File: src/rtl/i3c_cmd_dispatch.sv
// i3c_cmd_dispatch
//   Takes one 64-bit TCRI command descriptor at a time from the HCI command
//   queue, decodes it by attribute, fetches the target's DAT entry and hands
//   the bus FSM a decoded transfer request with the resolved 7-bit address.
//   Commands that are rejected or completed here are answered directly with a
//   TCRI response descriptor.
//
// Ports
//   clk_i, rst_ni          clock, async active-low reset
//   cmd_*                  command descriptor valid/ready handshake
//   dat_req_o/dat_addr_o   single-cycle DAT read request
//   dat_r*                 DAT read return (valid, data, error)
//   xfer_*                 decoded transfer request, held until xfer_ready_i
//   resp_*                 response descriptor, held until resp_ready_i
//   abort_i                drop the command in flight
//   idle_o                 FSM idle
//
// Every output is a flop or a decode of the state register; no input reaches
// an output combinationally.
module i3c_cmd_dispatch #(
  parameter int DatDepth = 16,
  parameter int DatWidth = 64,
  localparam int DatAw   = (DatDepth > 1) ? $clog2(DatDepth) : 1
) (
  input  logic                clk_i,
  input  logic                rst_ni,
  input  logic                cmd_valid_i,
  output logic                cmd_ready_o,
  input  logic [63:0]         cmd_desc_i,
  output logic                dat_req_o,
  output logic [DatAw-1:0]    dat_addr_o,
  input  logic                dat_rvalid_i,
  input  logic [DatWidth-1:0] dat_rdata_i,
  input  logic [1:0]          dat_rerror_i,
  output logic                xfer_valid_o,
  input  logic                xfer_ready_i,
  output logic [2:0]          xfer_attr_o,
  output logic [3:0]          xfer_tid_o,
  output logic [6:0]          xfer_addr_o,
  output logic                xfer_i2c_o,
  output logic                xfer_rnw_o,
  output logic [2:0]          xfer_mode_o,
  output logic                xfer_cp_o,
  output logic [7:0]          xfer_cmd_o,
  output logic [15:0]         xfer_len_o,
  output logic [31:0]         xfer_data_o,
  output logic                xfer_toc_o,
  output logic                xfer_wroc_o,
  output logic                resp_valid_o,
  input  logic                resp_ready_i,
  output logic [31:0]         resp_desc_o,
  input  logic                abort_i,
  output logic                idle_o
);

  localparam logic [2:0] AttrRegular   = 3'd0;
  localparam logic [2:0] AttrImmediate = 3'd1;
  localparam logic [2:0] AttrAddrAssgn = 3'd2;
  localparam logic [2:0] AttrCombo     = 3'd3;
  localparam logic [2:0] AttrInternal  = 3'd7;

  localparam logic [3:0] MipiNoop      = 4'h0;

  localparam logic [3:0] ErrSuccess    = 4'h0;
  localparam logic [3:0] ErrNack       = 4'h5;
  localparam logic [3:0] ErrHcAborted  = 4'h8;
  localparam logic [3:0] ErrNotSupp    = 4'hA;

  typedef enum logic [2:0] {
    IDLE     = 3'd0,
    DAT_REQ  = 3'd1,
    DAT_WAIT = 3'd2,
    ISSUE    = 3'd3,
    RESP     = 3'd4
  } state_e;

  // Latched command, already reshaped into transfer-request form.
  typedef struct packed {
    logic [2:0]  attr;
    logic [3:0]  tid;
    logic [7:0]  cmd;
    logic        cp;
    logic [2:0]  mode;
    logic        rnw;
    logic        wroc;
    logic        toc;
    logic [15:0] len;
    logic [31:0] data;
  } cmd_t;

  state_e           state_q, state_d;
  cmd_t             cmd_q, cmd_d;
  logic [DatAw-1:0] dat_addr_q;
  logic             oob_q;
  logic             drop_q;
  logic [6:0]       xfer_addr_q;
  logic             xfer_i2c_q;
  logic [31:0]      resp_desc_q;

  logic             accept;
  logic             resp_set;
  logic [3:0]       resp_err;
  logic [3:0]       resp_tid;
  logic             addr_set;

  // Incoming descriptor fields used for the accept-time decision.
  logic [2:0] attr_in;
  logic [3:0] mipi_in;
  logic [4:0] dev_idx_in;
  logic       rnw_in;
  logic       wroc_in;

  assign attr_in    = cmd_desc_i[2:0];
  assign mipi_in    = cmd_desc_i[11:8];
  assign dev_idx_in = cmd_desc_i[20:16];
  assign rnw_in     = cmd_desc_i[29];
  assign wroc_in    = cmd_desc_i[30];

  assign accept   = (state_q == IDLE) && cmd_valid_i;
  // Responses raised straight from IDLE take the tid from the live descriptor.
  assign resp_tid = (state_q == IDLE) ? cmd_desc_i[6:3] : cmd_q.tid;

  // Immediate commands carry their byte count in dtt and up to four data
  // bytes in DWORD1; regular/combo carry a 16-bit length and def_byte/offset.
  always_comb begin
    cmd_d      = '0;
    cmd_d.attr = attr_in;
    cmd_d.tid  = cmd_desc_i[6:3];
    cmd_d.cmd  = cmd_desc_i[14:7];
    cmd_d.cp   = cmd_desc_i[15];
    cmd_d.mode = cmd_desc_i[28:26];
    cmd_d.rnw  = rnw_in;
    cmd_d.wroc = wroc_in;
    cmd_d.toc  = cmd_desc_i[31];
    if (attr_in == AttrImmediate) begin
      cmd_d.len  = {13'd0, cmd_desc_i[25:23]};
      cmd_d.data = cmd_desc_i[63:32];
    end else begin
      cmd_d.len  = cmd_desc_i[63:48];
      cmd_d.data = {16'h0, cmd_desc_i[47:32]};
    end
  end

  always_ff @(posedge clk_i or negedge rst_ni) begin
    if (!rst_ni) state_q <= IDLE;
    else         state_q <= state_d;
  end

  always_comb begin
    state_d  = state_q;
    resp_set = 1'b0;
    resp_err = ErrSuccess;
    addr_set = 1'b0;
    case (state_q)
      IDLE: begin
        if (cmd_valid_i) begin
          case (attr_in)
            AttrRegular, AttrCombo: state_d = DAT_REQ;
            AttrImmediate: begin
              if (rnw_in) begin
                state_d  = RESP;
                resp_set = 1'b1;
                resp_err = ErrNotSupp;
              end else begin
                state_d = DAT_REQ;
              end
            end
            AttrInternal: begin
              if (mipi_in != MipiNoop) begin
                state_d  = RESP;
                resp_set = 1'b1;
                resp_err = ErrNotSupp;
              end else if (wroc_in) begin
                state_d  = RESP;
                resp_set = 1'b1;
                resp_err = ErrSuccess;
              end
              // Noop without wroc completes silently.
            end
            default: begin
              // AddressAssignment and undefined attributes.
              state_d  = RESP;
              resp_set = 1'b1;
              resp_err = ErrNotSupp;
            end
          endcase
        end
      end
      DAT_REQ: begin
        if (abort_i) begin
          state_d = IDLE;
        end else if (oob_q) begin
          state_d  = RESP;
          resp_set = 1'b1;
          resp_err = ErrNack;
        end else begin
          state_d = DAT_WAIT;
        end
      end
      DAT_WAIT: begin
        // The read cannot be cancelled, so an abort here waits for the data
        // and throws it away.
        if (dat_rvalid_i) begin
          if (drop_q || abort_i) begin
            state_d = IDLE;
          end else if (dat_rerror_i != 2'b00) begin
            state_d  = RESP;
            resp_set = 1'b1;
            resp_err = ErrHcAborted;
          end else begin
            state_d  = ISSUE;
            addr_set = 1'b1;
          end
        end
      end
      ISSUE: begin
        if (xfer_ready_i || abort_i) state_d = IDLE;
      end
      RESP: begin
        if (resp_ready_i) state_d = IDLE;
      end
      default: state_d = IDLE;
    endcase
  end

  always_ff @(posedge clk_i or negedge rst_ni) begin
    if (!rst_ni) begin
      cmd_q       <= '0;
      dat_addr_q  <= '0;
      oob_q       <= 1'b0;
      drop_q      <= 1'b0;
      xfer_addr_q <= '0;
      xfer_i2c_q  <= 1'b0;
      resp_desc_q <= '0;
    end else begin
      if (accept) begin
        cmd_q      <= cmd_d;
        dat_addr_q <= dev_idx_in[DatAw-1:0];
        oob_q      <= int'(dev_idx_in) >= DatDepth;
      end
      // Bit 31 of the DAT entry marks a legacy I2C device with a static
      // address in [6:0]; otherwise the dynamic address lives in [22:16].
      if (addr_set) begin
        xfer_i2c_q  <= dat_rdata_i[31];
        xfer_addr_q <= dat_rdata_i[31] ? dat_rdata_i[6:0] : dat_rdata_i[22:16];
      end
      if (resp_set) resp_desc_q <= {resp_err, resp_tid, 24'h0};
      drop_q <= (state_q == DAT_WAIT) && !dat_rvalid_i && (drop_q || abort_i);
    end
  end

  assign cmd_ready_o  = (state_q == IDLE);
  assign idle_o       = (state_q == IDLE);
  assign dat_req_o    = (state_q == DAT_REQ) && !oob_q;
  assign dat_addr_o   = dat_addr_q;
  assign xfer_valid_o = (state_q == ISSUE);
  assign resp_valid_o = (state_q == RESP);
  assign resp_desc_o  = resp_desc_q;

  assign xfer_attr_o = cmd_q.attr;
  assign xfer_tid_o  = cmd_q.tid;
  assign xfer_addr_o = xfer_addr_q;
  assign xfer_i2c_o  = xfer_i2c_q;
  assign xfer_rnw_o  = cmd_q.rnw;
  assign xfer_mode_o = cmd_q.mode;
  assign xfer_cp_o   = cmd_q.cp;
  assign xfer_cmd_o  = cmd_q.cmd;
  assign xfer_len_o  = cmd_q.len;
  assign xfer_data_o = cmd_q.data;
  assign xfer_toc_o  = cmd_q.toc;
  assign xfer_wroc_o = cmd_q.wroc;

  // Reserved descriptor bits and DAT entry fields this block does not use.
  logic unused_bits;
  assign unused_bits = ^{cmd_desc_i[22:21], dat_rdata_i};

endmodule

File: config.mk
export PLATFORM = sky130hd
export DESIGN_NAME = i3c_cmd_dispatch
export DESIGN_NICKNAME = d
export VERILOG_FILES = /design/src/rtl/i3c_cmd_dispatch.sv
export SDC_FILE = /design/constraint.sdc
export NUM_CORES = 1
export LEC_CHECK = 0
export CAP_MARGIN = 5
export CORE_MARGIN = 3
export CORE_UTILIZATION = 34
export DETAILED_ROUTE_END_ITERATION = 8
export HOLD_SLACK_MARGIN = 0.15
export PLACE_DENSITY = 0.86
export SLEW_MARGIN = 20
export SYNTH_ARGS = -nofsm -noshare
export SYNTH_HDL_FRONTEND = slang
export SYNTH_SLANG_ARGS = --single-unit
File: constraint.sdc
create_clock -name clk_i -period 2.01 [get_ports clk_i]
set_input_delay 0.402 -clock clk_i [delete_from_list [all_inputs] [get_ports clk_i]]
set_output_delay 0.402 -clock clk_i [all_outputs]
set_load 0.02 [all_outputs]
==> results by group, run 1 <==
Clock network
  • CTS max path bufs: 2
  • Reg clk slew, reported paths: 0.07 ns
  • Clk Latency, worst-skew pair: 0.34 ns
  • Post-CTS Repair Setup Buffers: 0
  • CTS Buf Count: 9
  • Clk sinks: 94
  • Root Buffer: clkbuf_16
  • CTS tree: built
  • H-tree levels: 3

Cells and area
  • Cell area after layout: 6570 um2
  • Layout cells sized above 1: 11.2%
  • Fin util: 55.9%
  • Post-Layout Cell Count: 816
  • Area grow syn2layout: 56.3%
  • Fill count: 1026
  • Diode count: 0
  • Final #Nets: 784

Global route
  • Tot GR Track Use: 18.2%
  • First-pass GRT wire length: 19200 um
  • Initial antenna violation count: 0
  • Vias in the first global route: 3866
  • Largest net degree at the start of global routing: 75
  • Congestion Overflow GR: 0

Drt
  • DRC viols: 0
  • Post-DRT Antenna Nets: 0
  • DRT Pass-1 Iters: 4
  • Post-DR wirelength/cell: 15.0 um
  • Initial DRC Count: 247
  • Vias/cell: 4.61
  • DR vias: 3760
  • Routed wire length: 12300 um

Power and ir drop
  • Combinational power share: 46.8%
  • Pwr Total: 9.31 mW
  • LEAKAGE: 3.17 nW
  • Clk pwr share: 20.0%
  • Sw power: 3.55 mW
  • Sequential Power Share: 33.3%
  • Internal: 5.76 mW
  • Switching Fraction: 38.2%
  • Peak VDD IR: 0.000873 V
  • Power per cell area: 1420 nW/um2

Worst setup path
  • R2R Path End: resp_desc_o[27]
  • Cell count of the worst reg-to-reg path: 4
  • Endpoint type of the worst setup path: flop
  • Launch point of the worst path: state_q[2]
  • Worst stage delay on the critical path: 0.53 ns
  • Worst Path Required: 2.24 ns
  • Cell family with most CP delay: simple AND/OR/NAND/NOR gates
  • WP data arrival: 2.15 ns
  • Critical-path cell with the highest stage delay: or3b_2
  • Crit path cell chain: or3b_2 -> nand4bb_4 -> o211ai_4 -> mux2_4
  • Worst path bufs/invs: 0
  • CP Class: reg -> reg
  • Worst-path maximum fanout: 9
  • CP startpoint kind: flop
  • R2R Path Start: state_q[2]
  • R2r setup slk: 0.09 ns

Yosys
  • Syn avg cell area: 9.28 um2
  • Seq/Total Area, Yosys: 56.0%
  • EDFF count, synth: 0
  • FFs w/ async S/R, synth: 100%
  • Distinct cells, synth: 38
  • Flops & latches, synth: 94
  • Ys Warns: 0
  • Post-Syn Area: 4200 um2
  • Dominant synthesized flop cell: dfrtp_1
  • Cell count after synthesis: 453

Min path
  • Hold depth: 2
  • Hold Crit Endpoint: xfer_len_o[15]
  • Hold Crit Class: reg -> reg
  • HP Start: xfer_len_o[15]

Placed design
  • Post-Place Cell Area: 6240 um2
  • DP HPWL: 8960 um
  • Gpl congestion: 0.798
  • Setup WS pre-CTS: -0.166 ns
  • Number of buffers inserted by port buffering: 180
  • Cells after DPL: 799

STA
  • RSZ-0062 raised after global routing: no
  • Final Max Slew Viols: 0
  • Fmax: 0.520 GHz
  • Fin crit share: 95.7%
  • Final Hold Violating Endpoints: 0
  • Worst Max-Slew Pin Slew: 0.505 ns
  • Fin crit period: 1.92 ns
  • PnR worst setup slack: 0.0865 ns
  • Clock skew: 0.00903 ns
  • Slew margin rel.: 66.3%
  • Hold Slack: 0.465 ns
  • Setup TNS: 0 ns
  • Final Setup Violations: 0

Floorplan
  • Starting density of the core: 35.7%
  • Die Y: 117 um
  • Die W: 117 um
  • Row cnt: 39
  • Die area: 13700 um2
  • Core ar.: 11800 um2
  • I/O pin count: 256

Run status
  • Outcome: complete, no violations

Flow run
  • MaxCap Viol Count: 0
## power by group through the flow
stage	clock network [mW]	registers (mW)	logic, mW
detailed placement	0	3.12	4.41
global placement	0	3.06	4.32
floorplan	0	3.91	1.40
finish	1.86	3.10	4.35
global route	2.00	3.19	4.71
CTS	1.91	3.10	4.42
## per-layer routing
layer	vias up	global-route usage (%)	wire [um]
met5	-	0	0
met4	0	6.27	148
met3	13	5.45	947
met2	166	31.5	6160
met1	1776	21.6	5010
li1	1805	-	-
## final cells by class
class / count / area [um2] / share of cell area, %
Sequential cell: 94 / 2350 / 35.8
Inverter: 5 / 18.8 / 0.286
Timing Repair Buffer: 208 / 2040 / 31.0
Multi-Input combinational cell: 329 / 1630 / 24.8
Clock buffer: 11 / 243 / 3.69
Clock inverter: 5 / 81.3 / 1.24
Tap cell: 164 / 205 / 3.12
## placed cells by master, fill, tap and decap left out, types with 2 or more instances in the layout
| cell | instances |
|---|---|
| buf_2 | 2 |
| o21ai_0 | 4 |
| conb_1 | 24 |
| a21oi_1 | 3 |
| buf_12 | 3 |
| clkbuf_16 | 9 |
| nor2b_1 | 2 |
| mux2_2 | 12 |
| nand3_1 | 31 |
| mux2_1 | 3 |
| bufinv_16 | 2 |
| dfrtp_1 | 92 |
| o211ai_1 | 2 |
| nor4_1 | 2 |
| o22ai_1 | 3 |
| nor3b_1 | 3 |
| nor3b_2 | 2 |
| dfrtp_2 | 2 |
| clkdlybuf4s50_1 | 174 |
| inv_1 | 5 |
| a31oi_1 | 4 |
| nand2_1 | 205 |
| mux2_4 | 4 |
| nor4b_1 | 2 |
| dlygate4sd2_1 | 3 |
| nor2_1 | 7 |
| buf_4 | 25 |
## synthesized netlist by cell type, types with 2 or more instances
cell type / instances / share of area (%)
mux2_1: 3 / 0.80
nand2_1: 206 / 18
buf_2: 10 / 1.2
o211ai_1: 2 / 0.36
a31oi_1: 4 / 0.60
mux2_2: 12 / 3.2
nor4b_1: 2 / 0.42
o21ai_0: 4 / 0.48
buf_1: 2 / 0.18
nor2b_1: 2 / 0.30
o22ai_1: 3 / 0.45
a21oi_1: 3 / 0.36
nor4_1: 2 / 0.30
nand3_1: 31 / 3.7
buf_4: 27 / 4.8
inv_1: 5 / 0.45
dfrtp_1: 94 / 56
nor2_1: 7 / 0.63
nor3b_1: 4 / 0.71
mux2_4: 4 / 1.4
clkbuf_1: 9 / 0.80
## how the worst max path moves through the flow
stage	end	slack (ns)	cells after the start
floorplan	resp_desc_o[24]	0.14	5
global placement	resp_desc_o[25]	-0.17	6
detailed placement	resp_desc_o[27]	-0.17	6
CTS	cmd_ready_o	0.009	3
global route	resp_desc_o[25]	0.02	4
finish	resp_desc_o[27]	0.09	4
## registers in the layout (all words and copies together) (netlist names), 4 cells and up
name and cells:
xfer_addr_o 7, dat_addr_o 4, resp_desc_o 7, xfer_len_o 16, xfer_data_o 32, xfer_cmd_o 8
xfer_tid_o 4
## worst register-to-register path, delay by kind of cell, from the launching register on
| kind | cells | cell delay [ns] |
|---|---|---|
| AO/OA/AOI/OAI | 1 | 0.19 |
| multiplexers | 1 | 0.33 |
| flip-flops | 1 | 0.46 |
| AND/OR/NAND/NOR | 2 | 0.83 |
## kinds of logic (layout without fill, tap and decap cells)
kind of cell	Yosys count	count (layout)	synth area share [%]
other cells	1	24	0.0892
compound gates	19	19	3.22
flops	94	94	56.0
simple gates	266	266	27.6
buf+inv	53	229	7.44
mux	20	20	5.69
## what timing repair did
action | 4_1_cts | 5_1_grt
pin swaps | 0 | 0
setup endpoints to repair | 5 | 3
gates resized for setup | 11 | 3
hold buffers | 1 | 0
endpoints found under the hold margin | 14 | 0
No activity file was read; power rests on OpenSTA's default activity.
==> run 2, diff against run 1 <==
clock period = 1.7 ns   (was 2.01 ns; I/O delays follow)
==> results by group, run 2 (same netlist as run 1, synthesis figures left out) <==
Worst setup path
  • Worst-path maximum fanout: 7
  • CP Class: reg -> reg
  • Endpoint type of the worst setup path: flop
  • Worst Path Required: 1.91 ns
  • WP data arrival: 2.09 ns
  • CP startpoint kind: flop

Power and ir drop
  • Power per cell area: 1700 nW/um2
  • Peak VDD IR: 0.000844 V
  • LEAKAGE: 3.60 nW
  • Pwr Total: 12.3 mW

Floorplan
  • Die area: 13700 um2
  • Row cnt: 39
  • I/O pin count: 256
  • Die Y: 117 um
  • Starting density of the core: 35.7%
  • Die W: 117 um
  • Core ar.: 11800 um2

Placed design
  • Gpl congestion: 0.863
  • Number of buffers inserted by port buffering: 180
  • Setup WS pre-CTS: -0.368 ns
  • Post-Place Cell Area: 6340 um2
  • Cells after DPL: 810
  • DP HPWL: 9440 um

Cells and area
  • Layout cells sized above 1: 18.0%
  • Cell area after layout: 7240 um2
  • Most common cell after layout, fill and taps aside: nand2_1
  • Area grow syn2layout: 72.3%
  • Diode count: 0
  • Most frequent cells in the layout: 202 x nand2_1, 165 x clkdlybuf4s50_1, 92 x dfrtp_1
  • Final #Nets: 821
  • Number of flip-flops under the largest register name: 32
  • Post-Layout Cell Count: 853
  • Fill count: 922
  • Fin util: 61.6%

Clock network
  • Clk sinks: 94
  • CTS Buf Count: 9
  • Root Buffer: clkbuf_16
  • Clk Latency, worst-skew pair: 0.33 ns
  • H-tree levels: 3
  • CTS max path bufs: 2
  • CTS tree: built
  • Reg clk slew, reported paths: 0.07 ns

STA
  • Fin crit period: 1.88 ns
  • RSZ-0062 raised after global routing: yes
  • Fin crit share: 110%
  • Final Setup Violations: 48
  • PnR worst setup slack: -0.175 ns
  • Setup TNS: -2.37 ns
  • Hold Slack: 0.468 ns
  • Clock skew: 0.00469 ns
  • Worst Max-Slew Pin Slew: 0.506 ns
  • Slew margin rel.: 66.2%
  • Fmax: 0.533 GHz
  • Final Hold Violating Endpoints: 0
  • Final Max Slew Viols: 0

Global route
  • Vias in the first global route: 3911
  • First-pass GRT wire length: 19400 um
  • Largest net degree at the start of global routing: 48
  • Initial antenna violation count: 0
  • Tot GR Track Use: 18.2%
  • Congestion Overflow GR: 0

Drt
  • Post-DR wirelength/cell: 17.9 um
  • Vias/cell: 4.82
  • DRC viols: 0
  • Routed wire length: 15300 um
  • DRT Pass-1 Iters: 6
  • Post-DRT Antenna Nets: 0
  • Initial DRC Count: 317
  • DR vias: 4110

Flow run
  • MaxCap Viol Count: 0

Run status
  • Outcome: finished, violations left
  • Failing checks: negative setup slack

Min path
  • Hold Crit Class: reg -> reg
## run 2: cell types whose count changed in the layout (fill, tap and decap cells not counted), moves of 4 or more
cell             delta
buf_4              +16
buf_6              +10
clkbuf_16           +9
clkdlybuf4s50_1     -9
dlymetal6s2s_1      +9
o21ai_0             -4
o21ai_1             +4
## run 2: worst paths after layout
check | startpoint | to | slack [ns] | cells after the start
max in group asynchronous | rst_ni | xfer_data_o[20] | 0.63 | 3
worst min-delay path | xfer_data_o[31] | xfer_data_o[31] | 0.47 | 2
worst max register to register | state_q[0] | resp_desc_o[25] | -0.18 | 5
worst min register to register | xfer_data_o[31] | xfer_data_o[31] | 0.47 | 2
min in group asynchronous | rst_ni | xfer_cmd_o[4] | 0.48 | 2
worst max-delay path | state_q[0] | resp_desc_o[25] | -0.18 | 5
## run 2: worst max-delay path, cell delays in order (launching register included)
cell       delay (ns)
dfrtp_1          0.43
buf_6            0.15
or3b_4           0.44
nand4bb_4        0.24
o211ai_4         0.17
mux2_4           0.34
## run 2: area by class of cell
class	count	area (um2)	share of cell area, %
repair buffers	244	2590	35.8
well taps	164	205	2.83
inverters	5	21.3	0.294
multi-input cells	330	1750	24.2
clock buffers	12	246	3.40
clock inverters	4	70.1	0.968
flip-flops and latches	94	2350	32.5
## run 2: routing by layer
layer	track usage, %	vias up	routed length (um)
li1	-	1880	-
met1	21.7	1981	5890
met2	32.0	217	7980
met3	3.91	32	1080
met4	6.96	0	334
met5	0	-	0
## run 2: what timing repair did
action | 4_1_cts | 5_1_grt
resized for setup | 38 | 44
gates cloned | 0 | 14
pin swaps | 2 | 8
buffers inserted | 5 | 10
endpoints found under the hold margin | 25 | 0
endpoints found under the setup margin | 20 | 50
hold buffers | 1 | 0
## run 2: power by group
group,leakage [nW],total [mW],internal [mW],switching (mW)
Combinational,2.25,6.50,3.17,3.33
Clock,0.157,2.15,1.33,0.820
Sequential,1.19,3.65,3.11,0.543
Total,3.60,12.3,7.61,4.69
==> run 3, diff against run 2 <==
CAP_MARGIN = 20   (was 5)
==> results of run 3 <==
No change in the layout: final DEF, timing and power equal those of run 2.
